--- src/rtl/srv1_pkg.sv ---
// Shared definitions for the SRV1 memory stage.
//   - mem_op encoding: bit0 = load, bit1 = store, 2'b00 = no memory access
//   - access size encoding taken from funct3[1:0]
//   - FSM state type used by memory_stage
package srv1_pkg;

    localparam logic [1:0] MEM_NONE      = 2'b00;
    localparam int         MEM_LOAD_BIT  = 0;
    localparam int         MEM_STORE_BIT = 1;

    localparam logic [1:0] SZ_BYTE = 2'd0;
    localparam logic [1:0] SZ_HALF = 2'd1;
    localparam logic [1:0] SZ_WORD = 2'd2;

    typedef enum logic {
        ST_IDLE = 1'b0,
        ST_BUS  = 1'b1
    } mem_state_e;

endpackage

--- src/rtl/memory_stage_store_adj.sv ---
// store_adj: combinational store formatter, the mirror image of the load
// adjuster in writeback_stage. Places rs2 into big-endian byte lanes
// (lane [31:24] = byte offset 0) and flags misaligned accesses.
// Ports:
//   data_in    in  32  rs2 value
//   fn3        in   3  funct3; [1:0] selects byte/half/word
//   addr_low   in   2  effective address bits [1:0]
//   wdata      out 32  lane-formatted store data
//   be         out  4  byte enables, be[3] = offset 0
//   misaligned out  1  half on odd address or word not on a 4-byte boundary
module store_adj
    import srv1_pkg::*;
(
    input  logic [31:0] data_in,
    input  logic [2:0]  fn3,
    input  logic [1:0]  addr_low,
    output logic [31:0] wdata,
    output logic [3:0]  be,
    output logic        misaligned
);

    // funct3[2] only distinguishes signed/unsigned loads; it has no effect on stores.
    logic unused_fn3_hi;
    assign unused_fn3_hi = fn3[2];

    always_comb begin
        wdata      = '0;
        be         = '0;
        misaligned = 1'b0;
        case (fn3[1:0])
            SZ_BYTE: begin
                wdata = {4{data_in[7:0]}};
                be    = 4'b1000 >> addr_low;
            end
            SZ_HALF: begin
                // Both halves carry the swapped halfword; be picks the live one.
                wdata      = {2{data_in[7:0], data_in[15:8]}};
                be         = addr_low[1] ? 4'b0011 : 4'b1100;
                misaligned = addr_low[0];
            end
            default: begin
                wdata      = {data_in[7:0], data_in[15:8], data_in[23:16], data_in[31:24]};
                be         = 4'b1111;
                misaligned = (addr_low != 2'b00);
            end
        endcase
    end

endmodule

--- src/rtl/memory_stage.sv ---
// memory_stage: SRV1 pipeline stage between execute and writeback_stage.
// Issues load/store transactions over a req/ack data bus, stalls execute
// while a transaction is outstanding, and registers the fields consumed by
// writeback_stage. Load data is forwarded raw.
// Ports:
//   clk, rst_n                      clock, synchronous active-low reset
//   valid_in, mem_op_in, ctr_word_in, fn3_in, rd_addr_in, alu_in,
//   store_data_in, inc_pc_in, u_type_imm_in      from execute
//   stall_out                       execute must hold its outputs
//   dbus_req/we/addr/wdata/be       data bus request side
//   dbus_rdata, dbus_ack            data bus response side
//   valid_out, ctr_word_out, fn3_out, rd_addr_out, memory_data_out,
//   alu_out, inc_pc_out, u_type_imm_out, fault_out   to writeback_stage
module memory_stage
    import srv1_pkg::*;
#(
    parameter int unsigned TIMEOUT_CYCLES = 255
) (
    input  logic        clk,
    input  logic        rst_n,
    input  logic        valid_in,
    input  logic [1:0]  mem_op_in,
    input  logic [2:0]  ctr_word_in,
    input  logic [2:0]  fn3_in,
    input  logic [4:0]  rd_addr_in,
    input  logic [31:0] alu_in,
    input  logic [31:0] store_data_in,
    input  logic [29:0] inc_pc_in,
    input  logic [19:0] u_type_imm_in,
    output logic        stall_out,
    output logic        dbus_req,
    output logic        dbus_we,
    output logic [29:0] dbus_addr,
    output logic [31:0] dbus_wdata,
    output logic [3:0]  dbus_be,
    input  logic [31:0] dbus_rdata,
    input  logic        dbus_ack,
    output logic        valid_out,
    output logic [2:0]  ctr_word_out,
    output logic [2:0]  fn3_out,
    output logic [4:0]  rd_addr_out,
    output logic [31:0] memory_data_out,
    output logic [31:0] alu_out,
    output logic [29:0] inc_pc_out,
    output logic [19:0] u_type_imm_out,
    output logic        fault_out
);

    // Counter holds the number of BUS cycles already spent; the access is
    // aborted at the end of cycle TIMEOUT_CYCLES.
    localparam int CNT_W = (TIMEOUT_CYCLES > 1) ? $clog2(TIMEOUT_CYCLES) : 1;
    localparam logic [CNT_W-1:0] CNT_LAST = CNT_W'(TIMEOUT_CYCLES - 1);

    mem_state_e        state_q, state_d;
    logic [CNT_W-1:0]  cnt_q, cnt_d;

    logic              we_q, we_d;
    logic [29:0]       addr_q, addr_d;
    logic [31:0]       wdata_q, wdata_d;
    logic [3:0]        be_q, be_d;

    // Instruction fields parked while the bus access is outstanding.
    logic [2:0]        h_ctr_q, h_ctr_d;
    logic [2:0]        h_fn3_q, h_fn3_d;
    logic [4:0]        h_rd_q, h_rd_d;
    logic [31:0]       h_alu_q, h_alu_d;
    logic [29:0]       h_pc_q, h_pc_d;
    logic [19:0]       h_imm_q, h_imm_d;

    logic              valid_q, valid_d;
    logic              fault_q, fault_d;
    logic [2:0]        ctr_q, ctr_d;
    logic [2:0]        fn3_q, fn3_d;
    logic [4:0]        rd_q, rd_d;
    logic [31:0]       mem_q, mem_d;
    logic [31:0]       alu_q, alu_d;
    logic [29:0]       pc_q, pc_d;
    logic [19:0]       imm_q, imm_d;

    logic [31:0]       adj_wdata;
    logic [3:0]        adj_be;
    logic              adj_misaligned;

    store_adj u_store_adj (
        .data_in    (store_data_in),
        .fn3        (fn3_in),
        .addr_low   (alu_in[1:0]),
        .wdata      (adj_wdata),
        .be         (adj_be),
        .misaligned (adj_misaligned)
    );

    always_comb begin
        state_d = state_q;
        cnt_d   = cnt_q;
        we_d    = we_q;
        addr_d  = addr_q;
        wdata_d = wdata_q;
        be_d    = be_q;
        h_ctr_d = h_ctr_q;
        h_fn3_d = h_fn3_q;
        h_rd_d  = h_rd_q;
        h_alu_d = h_alu_q;
        h_pc_d  = h_pc_q;
        h_imm_d = h_imm_q;
        valid_d = valid_q;
        fault_d = fault_q;
        ctr_d   = ctr_q;
        fn3_d   = fn3_q;
        rd_d    = rd_q;
        mem_d   = mem_q;
        alu_d   = alu_q;
        pc_d    = pc_q;
        imm_d   = imm_q;

        case (state_q)
            ST_IDLE: begin
                valid_d = 1'b0;
                fault_d = 1'b0;
                if (valid_in) begin
                    if (mem_op_in == MEM_NONE || adj_misaligned) begin
                        // Pass straight through; a misaligned access never
                        // reaches the bus and must not write the regfile.
                        valid_d = 1'b1;
                        fault_d = (mem_op_in != MEM_NONE);
                        ctr_d   = {ctr_word_in[2:1], ctr_word_in[0] & (mem_op_in == MEM_NONE)};
                        fn3_d   = fn3_in;
                        rd_d    = rd_addr_in;
                        mem_d   = '0;
                        alu_d   = alu_in;
                        pc_d    = inc_pc_in;
                        imm_d   = u_type_imm_in;
                    end else begin
                        // mem_op 2'b11 falls here with bit1 set and acts as a store.
                        we_d    = mem_op_in[MEM_STORE_BIT];
                        addr_d  = alu_in[31:2];
                        wdata_d = mem_op_in[MEM_STORE_BIT] ? adj_wdata : '0;
                        be_d    = mem_op_in[MEM_STORE_BIT] ? adj_be : 4'b1111;
                        h_ctr_d = ctr_word_in;
                        h_fn3_d = fn3_in;
                        h_rd_d  = rd_addr_in;
                        h_alu_d = alu_in;
                        h_pc_d  = inc_pc_in;
                        h_imm_d = u_type_imm_in;
                        cnt_d   = '0;
                        state_d = ST_BUS;
                    end
                end
            end
            ST_BUS: begin
                valid_d = 1'b0;
                fault_d = 1'b0;
                fn3_d   = h_fn3_q;
                rd_d    = h_rd_q;
                alu_d   = h_alu_q;
                pc_d    = h_pc_q;
                imm_d   = h_imm_q;
                // Ack is tested first so it wins over a simultaneous expiry.
                if (dbus_ack) begin
                    valid_d = 1'b1;
                    ctr_d   = h_ctr_q;
                    mem_d   = we_q ? '0 : dbus_rdata;
                    state_d = ST_IDLE;
                end else if (TIMEOUT_CYCLES > 0 && cnt_q == CNT_LAST) begin
                    valid_d = 1'b1;
                    fault_d = 1'b1;
                    ctr_d   = {h_ctr_q[2:1], 1'b0};
                    mem_d   = '0;
                    state_d = ST_IDLE;
                end else begin
                    cnt_d   = cnt_q + CNT_W'(1);
                end
            end
            default: begin
                state_d = ST_IDLE;
            end
        endcase
    end

    always_ff @(posedge clk) begin
        if (!rst_n) begin
            state_q <= ST_IDLE;
            cnt_q   <= '0;
            we_q    <= 1'b0;
            addr_q  <= '0;
            wdata_q <= '0;
            be_q    <= '0;
            h_ctr_q <= '0;
            h_fn3_q <= '0;
            h_rd_q  <= '0;
            h_alu_q <= '0;
            h_pc_q  <= '0;
            h_imm_q <= '0;
            valid_q <= 1'b0;
            fault_q <= 1'b0;
            ctr_q   <= '0;
            fn3_q   <= '0;
            rd_q    <= '0;
            mem_q   <= '0;
            alu_q   <= '0;
            pc_q    <= '0;
            imm_q   <= '0;
        end else begin
            state_q <= state_d;
            cnt_q   <= cnt_d;
            we_q    <= we_d;
            addr_q  <= addr_d;
            wdata_q <= wdata_d;
            be_q    <= be_d;
            h_ctr_q <= h_ctr_d;
            h_fn3_q <= h_fn3_d;
            h_rd_q  <= h_rd_d;
            h_alu_q <= h_alu_d;
            h_pc_q  <= h_pc_d;
            h_imm_q <= h_imm_d;
            valid_q <= valid_d;
            fault_q <= fault_d;
            ctr_q   <= ctr_d;
            fn3_q   <= fn3_d;
            rd_q    <= rd_d;
            mem_q   <= mem_d;
            alu_q   <= alu_d;
            pc_q    <= pc_d;
            imm_q   <= imm_d;
        end
    end

    // Request and stall decode straight from the state flop, so reset drops
    // them on the same edge.
    assign dbus_req        = (state_q == ST_BUS);
    assign stall_out       = (state_q == ST_BUS);
    assign dbus_we         = we_q;
    assign dbus_addr       = addr_q;
    assign dbus_wdata      = wdata_q;
    assign dbus_be         = be_q;

    assign valid_out       = valid_q;
    assign fault_out       = fault_q;
    assign ctr_word_out    = ctr_q;
    assign fn3_out         = fn3_q;
    assign rd_addr_out     = rd_q;
    assign memory_data_out = mem_q;
    assign alu_out         = alu_q;
    assign inc_pc_out      = pc_q;
    assign u_type_imm_out  = imm_q;

endmodule

--- config.mk ---
export PLATFORM = sky130hd
export DESIGN_NAME = memory_stage
export DESIGN_NICKNAME = d
export VERILOG_FILES = /design/src/rtl/srv1_pkg.sv /design/src/rtl/memory_stage_store_adj.sv /design/src/rtl/memory_stage.sv
export SDC_FILE = /design/constraint.sdc
export NUM_CORES = 1
export LEC_CHECK = 0
export BUFFER_PORTS_ARGS = -buffer_cell sky130_fd_sc_hd__buf_2
export CAP_MARGIN = 20
export CORE_UTILIZATION = 51
export DETAILED_ROUTE_END_ITERATION = 10
export PLACE_DENSITY_LB_ADDON = 0.1
export SLEW_MARGIN = 0
export SYNTH_ARGS = -nofsm -noshare
export SYNTH_HDL_FRONTEND = slang
export SYNTH_SLANG_ARGS = --single-unit
--- constraint.sdc ---
create_clock -name clk -period 2.37 [get_ports clk]
set_input_delay 0.1185 -clock clk [delete_from_list [all_inputs] [get_ports clk]]
set_output_delay 0.1185 -clock clk [all_outputs]
set_load 0.02 [all_outputs]
==> impl_metrics.toml, run 1 <==
[status]
status = "complete, no violations"

[critical_path]
path_delay_family = "buffers and inverters"
critPathLaunchType = "flip-flop"
cp.arrival_ns = 2.78
timing.critical_path.cells = "nand2b_2 -> nor4_4 -> buf_12 -> o2111ai_1 -> a21boi_0 -> dlygate4sd3_1"
critPathKind = "flip-flop to flip-flop"
cp_max_fo = 15
cp.required_ns = 2.86
end_kind = "flip-flop"
crit_path_top_delay_cell = "dlygate4sd3_1"
slowest_delay_ns = 0.58
path_buf_inv = 2

[detailed_routing]
via_per_inst = 5.291
dr.pass1.iters = 5
drt_iter0_drc = 452
wl_um = 31910
route.detailed.drc = 0
routedWlPerCell_um = 16.59
ant_nets = 0
num_vias = 10180

[cts]
path_clk_slew_ns = 0.06
cts_tree = "done"
clk-insertion-delay-late_ns = 0.55
cts_buffer_depth = 3
cts_root_buf = "clkbuf_16"
h-tree-depth = 1
cts.sinks = 266
cts_buffers = 29

[synth]
synth_xor_area_frac = 0.002331
synth.ff_latch_count = 266
synth_compound_area_frac = 0.2198
yosys.area.top_type = "dfxtp_1"
yosysMostFrequentCell = "nand2_1"
syn_area_per_cell_sq_um = 9.400
ys_top_cells_by_area = "dfxtp_1 (47%), nand2_1 (11%), mux2i_1 (8.7%), o211a_1 (8.5%), a21boi_0 (7.5%)"
synth-simple-area-share = 0.1394
ys_seq_area_frac = 0.4725
ys_async_sr_fraction = 0
synthesis.area_sq_um = 11270
synth_top_family_by_area = "compound AO/OA/AOI/OAI gates"
syn-num-nets = 1364
muxShareOfSynthArea = 0.1030
synth_edf_count = 0
synthFlopType = "dfxtp_1"
yosys_warnings = 0
synthCells = 1199
synthDistinctLibCells = 49
synth.top_cell.area_share = 0.4725
synthAdderAreaFrac = 0.002220
synth_top_cells_by_count = "nand2_1 (325), dfxtp_1 (266), a21boi_0 (113), mux2i_1 (98), o211a_1 (96)"

[sta]
max_slew_margin = 0.5594
slew_viol_final = 0
max_freq_mhz = 435.6
min_period_over_period = 0.9686
worst_pin_slew_ns = 0.6610
tns_ns = 0
setup_viol = 0
period_needed_ns = 2.295
hold_ws_ns = 0.02558
fin_ws_ns = 0.07452
finClkSkew_ns = 0.01397
hold_viol = 0

[layout]
final_cells = 1924
fillers = 1695
drive_gt1_frac = 0.2781
finalInstanceArea_sq_um = 15500
syn_to_final_growth_pct = 37.51
final_nets = 1786
utilization = 0.7124

[run]
drv_cap = 0

[placement]
gp_congestion = 0.7850
hpwlAfterDp_um = 18950
io_buffers = 358
placed_cell_area_sq_um = 13000
dpl.cell_count = 1723
post-place-ws_ns = 0.2189

[global_route]
grt_overflow = 0
grt_pass1_wl_um = 48440
antenna_found_initial = 1
track_usage = 0.2635
grt_max_degree = 113
grt_pass1_vias = 9538

[floorplanning]
dieArea_sq_um = 22700
ioPinCount = 359
coreArea_sq_um = 21760
rows = 54
start_util = 0.5181
dieWidth_um = 150.7
die_y_um = 150.7

[min_path]
hp-class = "primary input to flip-flop"

[power]
power_density_nw_per_um2 = 740.8
p_leak_nw = 7.453
power_mw = 11.48
peakVddDrop_v = 0.0005545
tightest hold or removal path: cells and delay by family:
| family | cells | cell delay (ns) |
|---|---|---|
| buf+inv | 1 | 0.07 |
| mux | 1 | 0.13 |
| compound gates | 1 | 0.15 |
| simple gates | 1 | 0.06 |
power by group:
group | switching, mW | internal, mW | total, mW
Clock | 1.86 | 2.84 | 4.71
Combinational | 1.06 | 0.805 | 1.87
Sequential | 0.156 | 4.75 | 4.91
Total | 3.08 | 8.40 | 11.5
cell families (layout without fill, tap and decap cells):
kind of cell,after synthesis,after routing
adder cells (fa/ha/maj),2,2
other,0,1
XOR/XNOR,3,3
flip-flops,266,266
AND/OR/NAND/NOR,387,387
multiplexers,114,114
buffers and inverters,138,582
AO/OA/AOI/OAI,289,289
routing by layer:
metal,GRT usage,vias up,share of wire
met5,0,-,0
met4,0.09650,0,0.032
met3,0.06364,67,0.073
met2,0.4608,337,0.48
met1,0.3114,4792,0.41
li1,-,4983,-
placed cells by master (no fill, tap or decap), types with 14 or more instances in the layout:
cell type      instances
nand2_1              325
clkbuf_16             30
buf_4                 14
mux2i_1               98
a22o_1                32
nand3_1               31
mux2_2                16
dfxtp_1              265
a21boi_1              15
a21boi_0             113
o211a_1               96
buf_2                357
dlygate4sd3_1        144
final cells by class:
cell class | count | area [sq um] | share of cell area
diodes | 1 | 2.502 | 0.0001615
clock buffers | 38 | 809.5 | 0.05223
clock inverters | 15 | 195.2 | 0.01259
inverters | 5 | 18.77 | 0.001211
multi-input cells | 795 | 5284 | 0.3409
flip-flops and latches | 266 | 5329 | 0.3438
well taps | 280 | 350.3 | 0.02260
repair buffers | 524 | 3510 | 0.2264
registers in the layout (all words and copies together), names as in the netlist, 4 cells and up:
register / flops
dbus_wdata: 32
rd_addr_out: 5
u_type_imm_out: 20
memory_data_out: 32
inc_pc_out: 30
cnt_q: 8
h_pc_q: 30
h_rd_q: 5
dbus_addr: 30
alu_out: 32
dbus_be: 4
h_imm_q: 20
what timing repair did:
| item | in CTS | in global routing |
|---|---|---|
| setup endpoints to repair | 0 | 3 |
| hold endpoints to repair | 246 | 0 |
| hold buffers | 144 | 0 |
| buffers inserted | 0 | 2 |
| resized for setup | 0 | 4 |
path summary, 6_finish.rpt:
| kind | startpoint | endpoint | slack (ns) | cells past startpoint |
|---|---|---|---|---|
| max reg2reg | dbus_req | dbus_wdata[0] | 0.07 | 6 |
| max | dbus_req | dbus_wdata[0] | 0.07 | 6 |
| min reg2reg | h_imm_q[0] | h_imm_q[0] | 0.46 | 2 |
| min | store_data_in[19] | dbus_wdata[11] | 0.03 | 4 |
Power figures use the tool's default switching activity.
==> inputs of run 2 (changes only) <==
PLACE_DENSITY = 0.82   (was default)
PLACE_DENSITY_LB_ADDON = default   (was 0.1)
==> run 2 against run 1 <==
Sequential share of layout area rose by 0.23 points. Global-route usage up 2.7 points. Clock skew decreased by 0.0054 ns. Non-clock buffer count decreased by 4. Total power shrank 2.1%. Maximum frequency increased by 6.4%. Final area down 0.65%. Via count rose by 4.7%. Die area unchanged. Utilization down 0.47 points. Critical path type unchanged.
==> impl_metrics.toml, run 2 (synthesized netlist as in run 1, its figures left out) <==
[floorplanning]
rows = 54
coreArea_sq_um = 21760
ioPinCount = 359
start_util = 0.5181
dieArea_sq_um = 22700
die_y_um = 150.7
dieWidth_um = 150.7

[power]
switchingPower_mw = 3.066
peakVddDrop_v = 0.0005029
power_frac_seq = 0.437
power_density_nw_per_um2 = 729.8
pwr-share-clk = 0.393
switching_share = 0.2728
p_int_mw = 8.171
p_leak_nw = 7.402
power_frac_comb = 0.169

[detailed_routing]
drt_iter0_drc = 565
route.detailed.drc = 0
ant_nets = 0
wl_um = 34860
num_vias = 10660
dr.pass1.iters = 5
routedWlPerCell_um = 18.16
via_per_inst = 5.549

[critical_path]
critPathKind = "flip-flop to flip-flop"
end_kind = "flip-flop"
crit_start = "dbus_req"
r2r_end = "memory_data_out[18]"
cp.required_ns = 2.83
reg2reg_from = "dbus_req"
cp.arrival_ns = 2.61
cp_max_fo = 85
ff2ff_setup_slack_ns = 0.21
r2r_cells = 5
crit_path_end = "memory_data_out[18]"
slowest_delay_ns = 0.48
crit_path_top_delay_cell = "buf_12"
critPathLaunchType = "flip-flop"
timing.critical_path.cells = "buf_12 -> inv_1 -> nor3_2 -> buf_4 -> a22o_1"

[sta]
min_period_over_period = 0.9100
finClkSkew_ns = 0.008620
rsz0062_at_grt = "no"
slew_viol_final = 0
max_freq_mhz = 463.7
setup_viol = 0
worst_pin_slew_ns = 0.6694
hold_ws_ns = 0.04532
tns_ns = 0
hold_viol = 0
period_needed_ns = 2.157
max_slew_margin = 0.5537

[min_path]
hp-class = "primary input to flip-flop"

[global_route]
track_usage = 0.2907
grt_max_degree = 132
antenna_found_initial = 3
grt_pass1_wl_um = 52730
grt_overflow = 0
grt_pass1_vias = 10550

[cts]
cts_resized = 0
cts_tree = "done"
cts_buffers = 29
post_cts_buffers = 0
path_clk_slew_ns = 0.06
cts_buffer_depth = 3
cts_root_buf = "clkbuf_16"
h-tree-depth = 1
cts.sinks = 266
clk-insertion-delay-late_ns = 0.53

[layout]
fillers = 1500
final_nets = 1782
drive_gt1_frac = 0.2759
final_common_cell = "buf_2"
layout_common_cells = "buf_2 (357), nand2_1 (325), dfxtp_1 (265), dlygate4sd3_1 (141), a21boi_0 (113)"
syn_to_final_growth_pct = 36.61

[placement]
gp_congestion = 0.7969
hpwlAfterDp_um = 19620
io_buffers = 358

[run]
drv_cap = 0

[status]
status = "complete, no violations"
## run 2: area by class of cell
class,instances,area (sq um),area share
Clock inverter,12,116.4,0.007557
Multi-Input combinational cell,795,5281,0.3430
Inverter,5,18.77,0.001219
Antenna cell,2,5.005,0.0003250
Timing Repair Buffer,520,3480,0.2260
Sequential cell,266,5329,0.3461
Clock buffer,40,817.0,0.05306
Tap cell,280,350.3,0.02275
## run 2: worst min-delay path by stage
stage	depth (start not counted)	from	end
after floorplan	1	dbus_rdata[10]	memory_data_out[10]
after global placement	2	dbus_rdata[20]	memory_data_out[20]
after detailed placement	2	dbus_rdata[12]	memory_data_out[12]
after CTS	4	store_data_in[21]	dbus_wdata[13]
after global routing	4	store_data_in[20]	dbus_wdata[12]
final	4	store_data_in[20]	dbus_wdata[12]
## run 2: critical path: cells and delay by family, from the launching register on
family,cells,cell delay (ns)
AO/OA/AOI/OAI,1,0.26
buffers and inverters,3,1.15
flip-flops,1,0.36
AND/OR/NAND/NOR,1,0.29
## run 2: repair_timing
action	4_1_cts	5_1_grt
hold endpoints to repair	227	0
setup endpoints to repair	0	0
hold buffers	141	0
## run 2: stage by stage
stage               instances  power [mW]  area (sq um)  setup WS, ns  utilization
floorplan                1199       6.073         11270        0.4680            -
global placement         1725       6.620         13050        0.3874       0.5997
detailed placement       1725       6.666         13050        0.3253       0.5997
CTS                      1918       11.26         15390        0.2865       0.7075
global route             1920       11.63         15400       0.08552       0.7077
finish                   1920       11.24         15400        0.2133       0.7077
## run 2: metal layers
metal,part of all wire,vias to the layer above,global-route usage
met5,0.00029,-,0.002273
met4,0.052,2,0.1490
met3,0.080,146,0.08030
met2,0.49,470,0.5221
met1,0.37,5054,0.3097
li1,-,4983,-
## run 2: power by group through the flow
stage | combinational, mW | clock (mW) | sequential, mW
global route | 2.04 | 4.65 | 4.94
detailed placement | 1.67 | 0 | 5.00
finish | 1.90 | 4.42 | 4.92
global placement | 1.63 | 0 | 4.99
CTS | 1.86 | 4.50 | 4.90
floorplan | 0.840 | 0 | 5.23
